## src/rtl/wvr_pkg.sv

```systemverilog
// Shared definitions for the wide vector register file drain sequencer:
// VL encodings, element-count helper and the sequencer state type.
package wvr_pkg;

  localparam logic [1:0] VL_1   = 2'b00;
  localparam logic [1:0] VL_4   = 2'b01;
  localparam logic [1:0] VL_16  = 2'b10;
  localparam logic [1:0] VL_RSV = 2'b11;

  typedef enum logic {
    SEQ_IDLE = 1'b0,
    SEQ_RUN  = 1'b1
  } seq_state_e;

  // Number of elements a command moves; the reserved encoding moves none.
  function automatic logic [4:0] vl_count(input logic [1:0] vl);
    case (vl)
      VL_1:    vl_count = 5'd1;
      VL_4:    vl_count = 5'd4;
      VL_16:   vl_count = 5'd16;
      default: vl_count = 5'd0;
    endcase
  endfunction

endpackage

```

## src/rtl/wvr_out_slot.sv

```systemverilog
// Single-entry output register for the drain sequencer. Holds one element
// plus its last marker; the producer only loads it when it is empty or being
// drained in the same cycle, so contents stay stable while stalled.
module wvr_out_slot #(
  parameter int DATA_W = 32
) (
  input  logic              clk_i,
  input  logic              rst_i,
  input  logic              load_i,
  input  logic [DATA_W-1:0] data_i,
  input  logic              last_i,
  input  logic              ready_i,
  output logic              valid_o,
  output logic [DATA_W-1:0] data_o,
  output logic              last_o
);

  logic              valid_q;
  logic [DATA_W-1:0] data_q;
  logic              last_q;

  // Fill on load, empty when the consumer takes the element and nothing new arrives.
  always_ff @(posedge clk_i) begin
    if (rst_i) begin
      valid_q <= 1'b0;
      data_q  <= '0;
      last_q  <= 1'b0;
    end else if (load_i) begin
      valid_q <= 1'b1;
      data_q  <= data_i;
      last_q  <= last_i;
    end else if (ready_i) begin
      valid_q <= 1'b0;
    end
  end

  assign valid_o = valid_q;
  assign data_o  = data_q;
  assign last_o  = last_q;

endmodule

```

## src/rtl/wvr_drain_seq.sv

```systemverilog
// Element-serial read sequencer for the wide vector register file.
// Takes one drain command (base, VL), walks the file's combinational read
// port one element per cycle and streams elements over valid/ready.
// Optional build macro WVR_SEQ_STRIDE_EN adds a per-command register stride
// (cmd_stride); without it the stride is fixed at 1.
//
// Handshakes: a transfer happens on a cycle where valid and ready are both
// high at the rising clock edge; once valid is raised the payload is held
// unchanged until that transfer. cmd_ready does not depend on cmd_valid, and
// out_valid does not depend on out_ready.
module wvr_drain_seq
  import wvr_pkg::*;
#(
  parameter int DATA_W = 32,
  parameter int ADDR_W = 5
) (
  input  logic              clk,
  input  logic              rst,
  input  logic              cmd_valid,
  output logic              cmd_ready,
  input  logic [ADDR_W-1:0] cmd_base,
  input  logic [1:0]        cmd_vl,
`ifdef WVR_SEQ_STRIDE_EN
  input  logic [ADDR_W-1:0] cmd_stride,
`endif
  output logic [ADDR_W-1:0] wvr_ra,
  input  logic [DATA_W-1:0] wvr_rd,
  output logic              out_valid,
  input  logic              out_ready,
  output logic [DATA_W-1:0] out_data,
  output logic              out_last,
  output logic              busy,
  output logic              done,
  output logic              err_vl
);

  seq_state_e        state_q;
  logic [ADDR_W-1:0] ra_q;
  logic [4:0]        cnt_q;
  logic [4:0]        last_idx_q;
  logic              rsv_q;
  logic [ADDR_W-1:0] stride;

  logic accept;
  logic slot_free;
  logic capture;
  logic cap_last;

`ifdef WVR_SEQ_STRIDE_EN
  logic [ADDR_W-1:0] stride_q;

  // Stride is a command field, so it is captured only on accept.
  always_ff @(posedge clk) begin
    if (rst) begin
      stride_q <= '0;
    end else if (accept) begin
      stride_q <= cmd_stride;
    end
  end

  assign stride = stride_q;
`else
  assign stride = ADDR_W'(1);
`endif

  // A new command is only taken once the previous one is fully drained,
  // including the cycle its final element (or reserved-VL pulse) is reported.
  assign cmd_ready = (state_q == SEQ_IDLE) && !out_valid && !rsv_q;
  assign accept    = cmd_valid && cmd_ready;
  assign slot_free = !out_valid || out_ready;
  assign capture   = (state_q == SEQ_RUN) && slot_free;
  assign cap_last  = capture && (cnt_q == last_idx_q);

  // Sequencer FSM and address generator; the address only moves on capture,
  // so a stalled slot freezes the read port on the pending element.
  always_ff @(posedge clk) begin
    if (rst) begin
      state_q    <= SEQ_IDLE;
      ra_q       <= '0;
      cnt_q      <= '0;
      last_idx_q <= '0;
      rsv_q      <= 1'b0;
    end else begin
      rsv_q <= accept && (cmd_vl == VL_RSV);
      case (state_q)
        SEQ_IDLE: begin
          if (accept && (cmd_vl != VL_RSV)) begin
            state_q    <= SEQ_RUN;
            ra_q       <= cmd_base;
            cnt_q      <= '0;
            last_idx_q <= vl_count(cmd_vl) - 5'd1;
          end
        end
        SEQ_RUN: begin
          if (capture) begin
            ra_q <= ra_q + stride;
            if (cap_last) begin
              state_q <= SEQ_IDLE;
              cnt_q   <= '0;
            end else begin
              cnt_q <= cnt_q + 5'd1;
            end
          end
        end
        default: state_q <= SEQ_IDLE;
      endcase
    end
  end

  wvr_out_slot #(
    .DATA_W (DATA_W)
  ) u_slot (
    .clk_i   (clk),
    .rst_i   (rst),
    .load_i  (capture),
    .data_i  (wvr_rd),
    .last_i  (cap_last),
    .ready_i (out_ready),
    .valid_o (out_valid),
    .data_o  (out_data),
    .last_o  (out_last)
  );

  assign wvr_ra = ra_q;

  // Completion is reported in the cycle the final element is handed over;
  // busy covers everything from the cycle after accept up to that point.
  assign done   = (out_valid && out_ready && out_last) || rsv_q;
  assign err_vl = rsv_q;
  assign busy   = (state_q == SEQ_RUN) || (out_valid && !(out_ready && out_last)) || rsv_q;

endmodule

```

## config.mk

```make
export PLATFORM = sky130hd
export DESIGN_NAME = wvr_drain_seq
export DESIGN_NICKNAME = d
export VERILOG_FILES = /design/src/rtl/wvr_pkg.sv /design/src/rtl/wvr_out_slot.sv /design/src/rtl/wvr_drain_seq.sv
export SDC_FILE = /design/constraint.sdc
export NUM_CORES = 1
export LEC_CHECK = 0
export CELL_PAD_IN_SITES_DETAIL_PLACEMENT = 1
export CELL_PAD_IN_SITES_GLOBAL_PLACEMENT = 2
export CORE_UTILIZATION = 23
export DETAILED_ROUTE_END_ITERATION = 8
export MAX_ROUTING_LAYER = met4
export PLACE_DENSITY = 0.81
export SETUP_SLACK_MARGIN = 0.5
export SYNTH_ARGS = -nofsm -noshare
export SYNTH_HDL_FRONTEND = slang
export SYNTH_SLANG_ARGS = --single-unit
```

## constraint.sdc

```tcl
create_clock -name clk -period 1.88 [get_ports clk]
set_input_delay 0.376 -clock clk [delete_from_list [all_inputs] [get_ports clk]]
set_output_delay 0.376 -clock clk [all_outputs]
set_load 0.005 [all_outputs]
```

Word level (Yosys, flattened, before mapping)
Index checks and enable logic that the tools add are counted.
- mux-type cells: 17
- $add $sub $neg: 3
- bitwise operators: 1
- equal/unequal tests: 7
- reduce and logical (&&, ||, !) cells: 22
- operators with widths (operator ; count):
    5-bit two-way mux ; 8
    5-bit case mux with 2 select lines ; 2
    5-bit case mux with 3 select lines ; 1
    1-bit logical AND ; 11
    5-bit by 1-bit adder with 5-bit output, second input constant ; 2
    5-bit equality test ; 1
    1-bit two-way mux ; 5
    5-bit by 1-bit subtractor with 5-bit output, second input constant ; 1
    2-bit equality test, second input constant ; 2
    1-bit logical OR ; 4
    2-bit by 1-bit inequality test with 1-bit output, second input constant ; 2
    2-bit AND reduction ; 2
    1-bit logical NOT ; 3
    2-bit by 1-bit equality test with 1-bit output, second input constant ; 1
    2-bit logical NOT ; 1
    2-bit inequality test, second input constant ; 1
    1-bit case mux with 2 select lines ; 1
    2-bit nonzero test ; 1
    1-bit inverter ; 1
- logic and storage cells: 58
- flip-flop bits (word level): 51

Logic depth before layout (Yosys ltp)
Gate-level depths: netlist of the first run.
- depth after elaboration: 9
- mapped depth: 6

By module
Synthesis of the first run repeated with hierarchy kept, for this count alone.
- cell total of the unflattened synthesis: 224
- area total of the unflattened synthesis: 2182.1 sq um
- by module, submodules not included (module ; cells an instance ; area each (sq um) ; sequential area each (sq um) ; instances):
    wvr_out_slot ; 111 ; 1238.7 ; 680.7 ; 1
    wvr_drain_seq ; 113 ; 943.4 ; 320.3 ; 1

Least setup slack after synthesis of the first run
OpenSTA, ideal clock, no wires.
- path kind: input port to flip-flop
- start point: in out_ready
- end point: reg cnt_q[3]
- slack: 0.411 ns
- setup time: 0.074 ns
- data arrival time: 1.394 ns
- cell stages on the path: 5
- data required time: 1.806 ns
- cell sequence: nand2b_2 o21ai_1 o21ai_2 or4_1 a31oi_1
- word-level cells in the longest chain between the ends: 6
- RTL lines (element ; RTL line ; RTL):
    start, declared ; wvr_drain_seq.sv:29 ; input logic out_ready,
    1-bit logical OR * ; wvr_drain_seq.sv:70 ; assign slot_free = !out_valid || out_ready;
    1-bit logical AND * ; wvr_drain_seq.sv:71 ; assign capture = (state_q == SEQ_RUN) && slot_free;
    1-bit logical AND ; wvr_drain_seq.sv:72 ; assign cap_last = capture && (cnt_q == last_idx_q);
    5-bit two-way mux ; wvr_drain_seq.sv:97 ; if (cap_last) begin
    5-bit two-way mux ; wvr_drain_seq.sv:95 ; if (capture) begin
    5-bit case mux with 2 select lines ; wvr_drain_seq.sv:85 ; case (state_q)
    end signal, assigned ; wvr_drain_seq.sv:101 ; cnt_q <= cnt_q + 5'd1;
    end, declared ; wvr_drain_seq.sv:39 ; logic [4:0] cnt_q;
Every way passes the cells marked *; elsewhere a longest branch is shown, timed or not. The select of a mux whose other input is x is not followed.
A chain may end at the register's enable or synchronous reset.

Worst setup path in the final report of the first run
- start point: reg u_slot.valid_q, in the netlist u_slot.valid_o
- end point: reg cnt_q[3]
- word-level cells in the longest chain between the ends: 7
- RTL lines (element ; RTL line ; RTL):
    start, declared ; wvr_out_slot.sv:18 ; logic valid_q;
    start signal, assigned ; wvr_out_slot.sv:25 ; valid_q <= 1'b0;
    start signal, assigned ; wvr_out_slot.sv:29 ; valid_q <= 1'b1;
    start signal, assigned ; wvr_out_slot.sv:33 ; valid_q <= 1'b0;
    1-bit logical NOT * ; wvr_drain_seq.sv:68, wvr_drain_seq.sv:70 ;
    1-bit logical OR or 1-bit logical AND (tied branches) ; wvr_drain_seq.sv:70, wvr_drain_seq.sv:68 ;
    1-bit logical AND, on equally long branches ; wvr_drain_seq.sv:71, wvr_drain_seq.sv:68 ;
    1-bit logical AND, on equally long branches ; wvr_drain_seq.sv:72, wvr_drain_seq.sv:69 ;
    5-bit two-way mux or 1-bit logical AND (tied branches) ; wvr_drain_seq.sv:97, wvr_drain_seq.sv:87 ;
    5-bit two-way mux or 2-bit by 1-bit inequality test with 1-bit output (tied branches) ; -- ;
    5-bit case mux with 2 select lines or 2-bit AND reduction (tied branches) ; -- ;
Marked as above.

==> results list, run 1 <==
- After technology mapping, the gate count stands at 251.
- The tightest hold path in the finished design has a slack of 454.6 ps.
* Final sum of negative setup slack: 0 ps
* Placement Rows: 33
* Max H-tree Level: 2
- Of the cells placed in the final design, the portion with a size suffix greater than 1 is between 40% and 50%.
* Sequential cell area: 0.001050 mm^2
* Worst Path Max Fanout: 4
* Post-synthesis average cell area: 8.100 um^2
- Number of nets in the finished design: 420
- In this run the static leakage power is roughly 1.7 nW.
* Count of routing violations after the opening detailed-route iteration: 51
- Vias post-DR: 2260
- Setup repair after global routing missed its margin: true
- Required time of the critical path: around 2100 ps
* Cell Area, Synth: 0.002033 mm^2
* Clk Tree Root Cell: sky130_fd_sc_hd__clkbuf_8
- After layout, the worst path uses just over 80% of the clock period.
- Detailed-route wire length: 7.888 mm
- Among all flip-flop cells after synthesis, the most frequent one is sky130_fd_sc_hd__dfxtp_1.
- On the final layout, the worst clock skew is 9.715 ps.
- Full die area: 0.009220 mm^2
- CTS clock-pin slew for the worst setup and hold paths: about 100 ps
- Worst slew margin relative to its limit: 71.34%
* Detailed placer's ending HPWL: 4.629 mm
* Post-synthesis sequential element count: 50
- Before antenna repair, the detailed router went through 4 iterations.
- Derived from the worst setup path, the maximum achievable clock frequency is 644.5 MHz.
- Final-report setup violation count: 0
* Hold-critical path depth: 2
* Overflow left after global routing: 0
- For the worst flop-to-flop path, the logic depth is 5.
* Area growth from synthesis to layout: 97.05%
- The library cells used most frequently in the layout, excluding fill and tap cells, are sky130_fd_sc_hd__nand2_1 (47), sky130_fd_sc_hd__dlygate4sd2_1 (42), sky130_fd_sc_hd__clkdlybuf4s50_1 (38).
- In this run the horizontal extent of the chip is 96.02 um.
- The tree built by TritonCTS fans out to 50 sinks.
* Global Route Usage Sum: 17.72%
- Type of the most critical hold path: reg -> reg
* Kind of start point of the critical path: flip-flop
- Data arrival time of the worst path: 1780 ps
- Crit Reg-Reg Startpoint: u_slot.valid_o$_SDFFE_PP0P_
* End of the worst register-to-register path: cnt_q[3]$_SDFFE_PP0P_
- The hold violation total from the final report is 0.
- OpenSTA, run right after detailed placement, puts the worst setup slack at -156.3 ps.
- Initial antenna violation count: 0
- For this run, asynchronously set or reset flops after synthesis account for 0%.
- In the final routed layout, each cell accounts on average for 16.43 um.
- The library cell used most frequently in the layout, excluding fill and tap cells, is sky130_fd_sc_hd__nand2_1.
- Post-route setup slack: 328.4 ps
- Result of the run: finished, final reports clean
- Antenna Violating Nets Remaining: 0
- After synthesis, flip-flops and latches occupy 49.23% of the total area.
* Clk Latency, worst-skew pair: between 300 and 400 ps
- The worst setup path is captured at a flip-flop.
* Final routed DRC violation total: 0
* Number of global-route vias before repair: ~2400
* Yosys warnings: 0
- Max-cap violations in this run came to 0.
* Number of buffers added by the clock tree synthesis step: 5
- The number of different library cells used by synthesis comes to 39.
* Max-slew violation count: 0
- For the pin with the worst max-slew slack, the measured transition is 429.8 ps.
- TritonCTS built the clock tree.
- Vertical die dimension: approximately 96 um
- When the netlist entered floorplanning its net count stood at 297.
- Counting flops with a built-in enable in the synthesized netlist gives 0.
* Total area of multi-input combinational cells: 0.001345 mm^2
- In this run the standard cell core region covers 0.008382 mm^2.
- Maximum buffer depth of the clock tree: 2
- Pin count of the biggest net entering global routing: 24
- Number of buffer cells added on primary ports: 85
* Placed Cells: 440
- WHS Endpoint: u_slot.data_o[18]$_SDFFE_PP0P_
- Ant. Diodes: 0
* Shortest period the worst path allows: 1552 ps
- In this run the power density over the cells is 704.5 mW/mm^2.
- Crit Path Class: reg -> reg
- Across all register-to-register paths, the minimum setup slack is between 300 and 400 ps.
- Maximum vdd drop: 0.3925 mV
* Global-route wire length before repair: 11.90 mm
- # IOs: 86
- Vias per cell: 4.708
* Hold path start: u_slot.data_o[18]$_SDFFE_PP0P_
- Starting Density: around 24%
- RePlAce Congestion: 0.7185
- Non-Filler Instances: 480
- Fill cells in the final layout number ~950.
[synth_stat cells (2+ instances only)]
cell,count,area share (%)
sky130_fd_sc_hd__a31oi_1,3,0.92
sky130_fd_sc_hd__nor2_1,8,1.5
sky130_fd_sc_hd__o21ai_0,2,0.49
sky130_fd_sc_hd__a21oi_1,43,11
sky130_fd_sc_hd__dfxtp_1,50,49
sky130_fd_sc_hd__clkbuf_8,3,2.0
sky130_fd_sc_hd__o31ai_1,2,0.74
sky130_fd_sc_hd__buf_2,3,0.74
sky130_fd_sc_hd__clkbuf_1,8,1.5
sky130_fd_sc_hd__and2_1,2,0.62
sky130_fd_sc_hd__nor3_1,5,1.2
sky130_fd_sc_hd__a211oi_1,2,0.74
sky130_fd_sc_hd__ha_1,3,1.8
sky130_fd_sc_hd__nand3_1,9,2.2
sky130_fd_sc_hd__xnor2_1,3,1.3
sky130_fd_sc_hd__nand2_1,81,15
sky130_fd_sc_hd__or4_1,2,0.74
[routing by layer]
metal | up-vias | track usage, % | share of wire [%] | wire length [um]
met5 | - | - | 0 | 0
met4 | 0 | 3.607 | 0.24 | 19
met3 | 2 | 3.555 | 4.7 | 368
met2 | 59 | 32.80 | 55 | 4338
met1 | 1098 | 19.52 | 40 | 3161
li1 | 1101 | - | - | -
[worst max-delay path, stage by stage, from the launching register on]
cell and delay, ps:
sky130_fd_sc_hd__dfxtp_4 380, sky130_fd_sc_hd__nor3_4 220, sky130_fd_sc_hd__buf_6 140, sky130_fd_sc_hd__a32oi_4 110
sky130_fd_sc_hd__or4_1 480, sky130_fd_sc_hd__a31oi_1 150
[logic make-up after synthesis]
logic type | after synthesis | share of synthesized area, %
buffers and inverters | 16 | 4.800
AND/OR/NAND/NOR | 117 | 25.35
AO/OA/AOI/OAI | 61 | 16.99
multiplexers | 1 | 0.4923
adder cells (fa/ha/maj) | 3 | 1.846
XOR/XNOR | 3 | 1.293
flip-flops | 50 | 49.23
[how the worst max path moves through the flow]
| stage | startpoint | end | slack (ps) | cells after the start |
|---|---|---|---|---|
| after floorplan | err_vl$_SDFF_PP0_ | cnt_q[4]$_SDFFE_PP0P_ | 480 | 4 |
| after global placement | out_ready | busy | -130 | 4 |
| after detailed placement | out_ready | busy | -160 | 4 |
| after global routing | u_slot.valid_o$_SDFFE_PP0P_ | cnt_q[4]$_SDFFE_PP0P_ | 290 | 5 |
| final | u_slot.valid_o$_SDFFE_PP0P_ | cnt_q[3]$_SDFFE_PP0P_ | 330 | 5 |
| after CTS | err_vl$_SDFF_PP0_ | cnt_q[4]$_SDFFE_PP0P_ | 320 | 5 |
[power by group]
group	internal, mW	switching [mW]
clock network	0.397	0.392
registers	1.13	0.0482
logic	0.469	0.386
[flip-flops by register name (all words and copies together) (netlist names)]
register	flops
cnt_q	5
err_vl	1
last_idx_q	4
state_q	1
u_slot.data_o	32
u_slot.last_o	1
u_slot.valid_o	1
wvr_ra	5
[stage by stage]
| step | power [mW] | cell area (um^2) | util (%) |
|---|---|---|---|
| floorplan | 1.426 | 2058 | - |
| global route | 2.969 | 4006 | 47.80 |
| global placement | 1.732 | 3072 | 36.65 |
| CTS | 2.739 | 3739 | 44.60 |
| finish | 2.823 | 4006 | 47.80 |
| detailed placement | 1.746 | 3072 | 36.65 |
[area by class of cell]
type	count	area share, %
clock buffers	5	1.718
clock inverters	3	1.124
repair buffers	131	33.95
well taps	105	3.279
flip-flops and latches	50	26.20
multi-input cells	185	33.57
inverters	1	0.1562
[timing repair]
action | 4_1_cts | 5_1_grt
gates cloned | 4 | 0
pin swaps | 37 | 34
gates resized for setup | 154 | 60
setup buffers | 23 | 5
hold buffers | 0 | 0
endpoints found under the setup margin | 89 | 50
No activity file was read; power rests on OpenSTA's default activity.
==> run 2, diff against run 1 <==
--- a/config.mk
+++ b/config.mk
@@ -7,10 +7,10 @@
 export LEC_CHECK = 0
 export CELL_PAD_IN_SITES_DETAIL_PLACEMENT = 1
 export CELL_PAD_IN_SITES_GLOBAL_PLACEMENT = 2
-export CORE_UTILIZATION = 23
+export CORE_UTILIZATION = 21
 export DETAILED_ROUTE_END_ITERATION = 8
 export MAX_ROUTING_LAYER = met4
-export PLACE_DENSITY = 0.81
+export PLACE_DENSITY = 0.78
 export SETUP_SLACK_MARGIN = 0.5
 export SYNTH_ARGS = -nofsm -noshare
 export SYNTH_HDL_FRONTEND = slang
==> constraint.sdc (replaced) <==
create_clock -name clk -period 1.4 [get_ports clk]
set_input_delay 0.28 -clock clk [delete_from_list [all_inputs] [get_ports clk]]
set_output_delay 0.28 -clock clk [all_outputs]
set_load 0.005 [all_outputs]
==> run 2 against run 1 <==
Combinational power rose by 25%. Count of clock-buffer cells in the layout did not move. Non-clock buffer count fell by 2. Critical path type unchanged. Sequential power rose by 35%. The run now ends with negative setup slack left. Critical endpoint unchanged.
==> results list, run 2 (same netlist as run 1, synthesis figures left out) <==
* Final instance area: 0.003882 mm^2 (-3.1%)
- Count of routing violations after the opening detailed-route iteration: 40 (-22%)
- Layout cells sized above 1: 57.37% (+12 points)
- The number of vias per cell after detailed routing is 4.335 (-7.9%).
* Worst slew margin relative to its limit: 81.02% (+9.7 points)
- The worst hold path stage count came to 3 (+1).
* Global Route Usage Sum: 14.02% (-3.7 points)
- Area growth from synthesis to layout: 90.95%
* Global-route wire length before repair: 10.73 mm (-9.9%)
- Flip-flop count of the largest register after layout: 32 (unchanged)
* Clock Power Share: 25.2% (-2.7 points)
- The number of nets in the layout is 418 (-0.48%).
- The floorplan core area came to 0.009328 mm^2 (+11%).
- Drt first pass iters: 4 (unchanged)
- Detail-routed net length per standard cell: 13.88 um (-16%)
- Among all stages on the critical path, the largest delay is contributed by sky130_fd_sc_hd__or4_1.
* Type of the most critical hold path: in -> reg
* Final sum of negative setup slack: -871.7 ps (-871.7 ps)
* Final-report setup violation count: 22 (+22)
* Most frequent cells in the layout: sky130_fd_sc_hd__nand2_1 (47), sky130_fd_sc_hd__dfxtp_2 (42), sky130_fd_sc_hd__clkdlybuf4s50_1 (40)
* Net switching power: 1.071 mW (+30%)
* Worst Path Max Fanout: 5 (+1)
* Vertical die dimension: 100.4 um (+4.6%)
- Clk Tree Root Cell: sky130_fd_sc_hd__clkbuf_8
* Fraction of the cycle the final worst path needs: 110.6% (+28 points)
* Internal Dissipation: 2.477 mW (+24%)
* Worst Setup End Kind: flip-flop
* Cell Chain, Critical Path: buf_6 > nor3_4 > buf_6 > a32oi_4 > or4_1 > a31oi_1
- Maximum capacitance violations: 0 (unchanged)
- The number of fill cells in the layout was 1063 (+12%).
* Worst hold slack across all endpoints: 422.7 ps (-31.88 ps)
* Pin count of the biggest net entering global routing: 51 (+110%)
- The maximum clock rate came to 646.1 MHz (+0.24%).
* Max H-tree Level: 2 (unchanged)
- Number of buffer cells added on primary ports: 85 (unchanged)
- The number of sinks handled by clock tree synthesis came to 50 (unchanged).
- The portion of total power attributed to sequential cells was 44.7% (+2.9 points).
- Kind of start point of the critical path: flip-flop
- The delay of the slowest critical-path stage was 490 ps (about the same).
* Power density normalized to cell area: 913.8 mW/mm^2 (+30%)
- The run finished, with violations left.
* Violated checks: negative setup slack
- The hold violation total from the final report was 0 (unchanged).
- The sum of net half-perimeters after detailed placement was 4.473 mm (-3.4%).
- The reported leakage power came to 1.577 nW (-8.8%).
- CTS clock-pin slew for the worst setup and hold paths: 110 ps (about the same)
* Initial antenna violation count: 0 (unchanged)
- The instance count on the critical path was 6 (+1).
- Vias post-DR: 2176 (-3.7%)
* RePlAce Congestion: 0.7102 (-1.2%)
* Instance area after placement: 0.003242 mm^2 (+5.5%)
- The endpoint arrival time on the critical path came to 1780 ps (about the same).
* Maximum vdd drop: 0.5105 mV (+30%)
* Antenna Violating Nets Remaining: 0 (unchanged)
- Crit Path Class: reg -> reg
- The via count of the first global-routing pass came to 2206 (-8.5%).
- Most common cell after layout, fill and taps aside: sky130_fd_sc_hd__nand2_1
* Placement Rows: 35 (+6.1%)
- Cell repeated most along the worst path: sky130_fd_sc_hd__buf_6
* TritonCTS clock tree: done
- The width of the die was 100.4 um (+4.6%).
* Ant. Diodes: 0 (unchanged)
- Shortest period the worst path allows: 1548 ps (-3.724 ps)
* Max-slew violation count: 0 (unchanged)
- Required time of the critical path: 1630 ps (-480 ps)
- The total I/O pin count came to 86 (unchanged).
- Overflow left after global routing: 0 (unchanged)
- CP Buf/Inv Count: 2 (+1)
- The total clock buffers created by CTS is 5 (unchanged).
- Starting Density: 21.80% (-2.5 points)
- The area of the die was 0.01008 mm^2 (+9.3%).
* Cell family with the largest share of critical-path delay: simple AND/OR/NAND/NOR gates
- The final worst setup slack is -147.8 ps (-476.3 ps).
* Actual transition at the worst max-transition pin: 284.7 ps (-145.1 ps)
- The depth of the worst register-to-register path is 6 (+1).
- The combinational share of power was 30.1% (-0.2 points).
- Setup repair after global routing missed its margin: true
* Clk Latency, worst-skew pair: 310 ps (about the same)
- The worst-case clock buffer depth is 2 (unchanged).
- Final setup skew: 12.09 ps (+2.377 ps)
* Switching fraction of total power: 30.18% (+0.91 points)
- The remaining routing DRC violations came to 0 (unchanged).
- Detailed-route wire length: 6.967 mm (-12%)
==> run 2: cell types whose count changed in the layout (fill, tap and decap cells not counted), moves of 8 or more <==
cell                            before  now
sky130_fd_sc_hd__buf_2               3   19
sky130_fd_sc_hd__a21oi_2            29   21
sky130_fd_sc_hd__nand2_2             9   18
sky130_fd_sc_hd__dfxtp_2            27   42
sky130_fd_sc_hd__dlygate4sd2_1      42    1
sky130_fd_sc_hd__nand2_4            24   15
sky130_fd_sc_hd__a21oi_1            13   21
sky130_fd_sc_hd__buf_6              13   38
sky130_fd_sc_hd__dfxtp_1            19    5
==> run 2: power by group through the flow <==
stage | logic, mW | registers (mW) | clock network [mW]
floorplan | 0.358 | 1.61 | 0
global placement | 0.785 | 1.61 | 0
detailed placement | 0.796 | 1.61 | 0
CTS | 0.984 | 1.59 | 0.941
global route | 1.16 | 1.60 | 1.01
finish | 1.07 | 1.59 | 0.893
==> run 2: worst paths after layout <==
| path | end | slack, ps | startpoint |
|---|---|---|---|
| worst min-delay path | u_slot.data_o[20]$_SDFFE_PP0P_ | 420 | rst |
| worst min register to register | u_slot.data_o[4]$_SDFFE_PP0P_ | 460 | u_slot.data_o[4]$_SDFFE_PP0P_ |
| worst max register to register | cnt_q[3]$_SDFFE_PP0P_ | -150 | err_vl$_SDFF_PP0_ |
| worst max-delay path | cnt_q[3]$_SDFFE_PP0P_ | -150 | err_vl$_SDFF_PP0_ |
==> run 2: routing by layer <==
metal	up-vias	wire [um]	global-route usage [%]
met1	1034	2925	16.01
li1	1087	-	-
met2	46	3681	24.82
met5	-	0	-
met3	9	261	2.716
met4	0	99	4.125
==> run 2: area by class of cell <==
class                   count  area (um^2)  area share [%]
clock inverters             3        22.52          0.5801
multi-input cells         185         1276           32.87
inverters                   1        11.26          0.2900
repair buffers            129         1277           32.90
clock buffers               5        68.82           1.772
well taps                 129        161.4           4.157
flip-flops and latches     50         1065           27.43
==> run 2: tightest hold or removal path, delay by kind of cell <==
family	cells	cell delay, ps
AO/OA/AOI/OAI	1	40
buffers and inverters	2	380
==> run 2: through the flow <==
stage / setup slack [ps] / instances / utilization (%) / total power [mW]
floorplan: -1.487 / 251 / - / 1.968
global placement: -440.8 / 474 / 34.76 / 2.391
detailed placement: -464.7 / 474 / 34.76 / 2.404
CTS: -156.0 / 495 / 39.49 / 3.511
global route: -199.1 / 502 / 41.62 / 3.766
finish: -147.8 / 502 / 41.62 / 3.548
==> run 2: repair_timing <==
action                                  in CTS  in global routing
pin swaps                                   19                 16
buffers inserted                            11                  7
hold buffers                                 0                  0
endpoints found under the setup margin      93                 93
gates cloned                                 2                  0
resized for setup                          294                 39
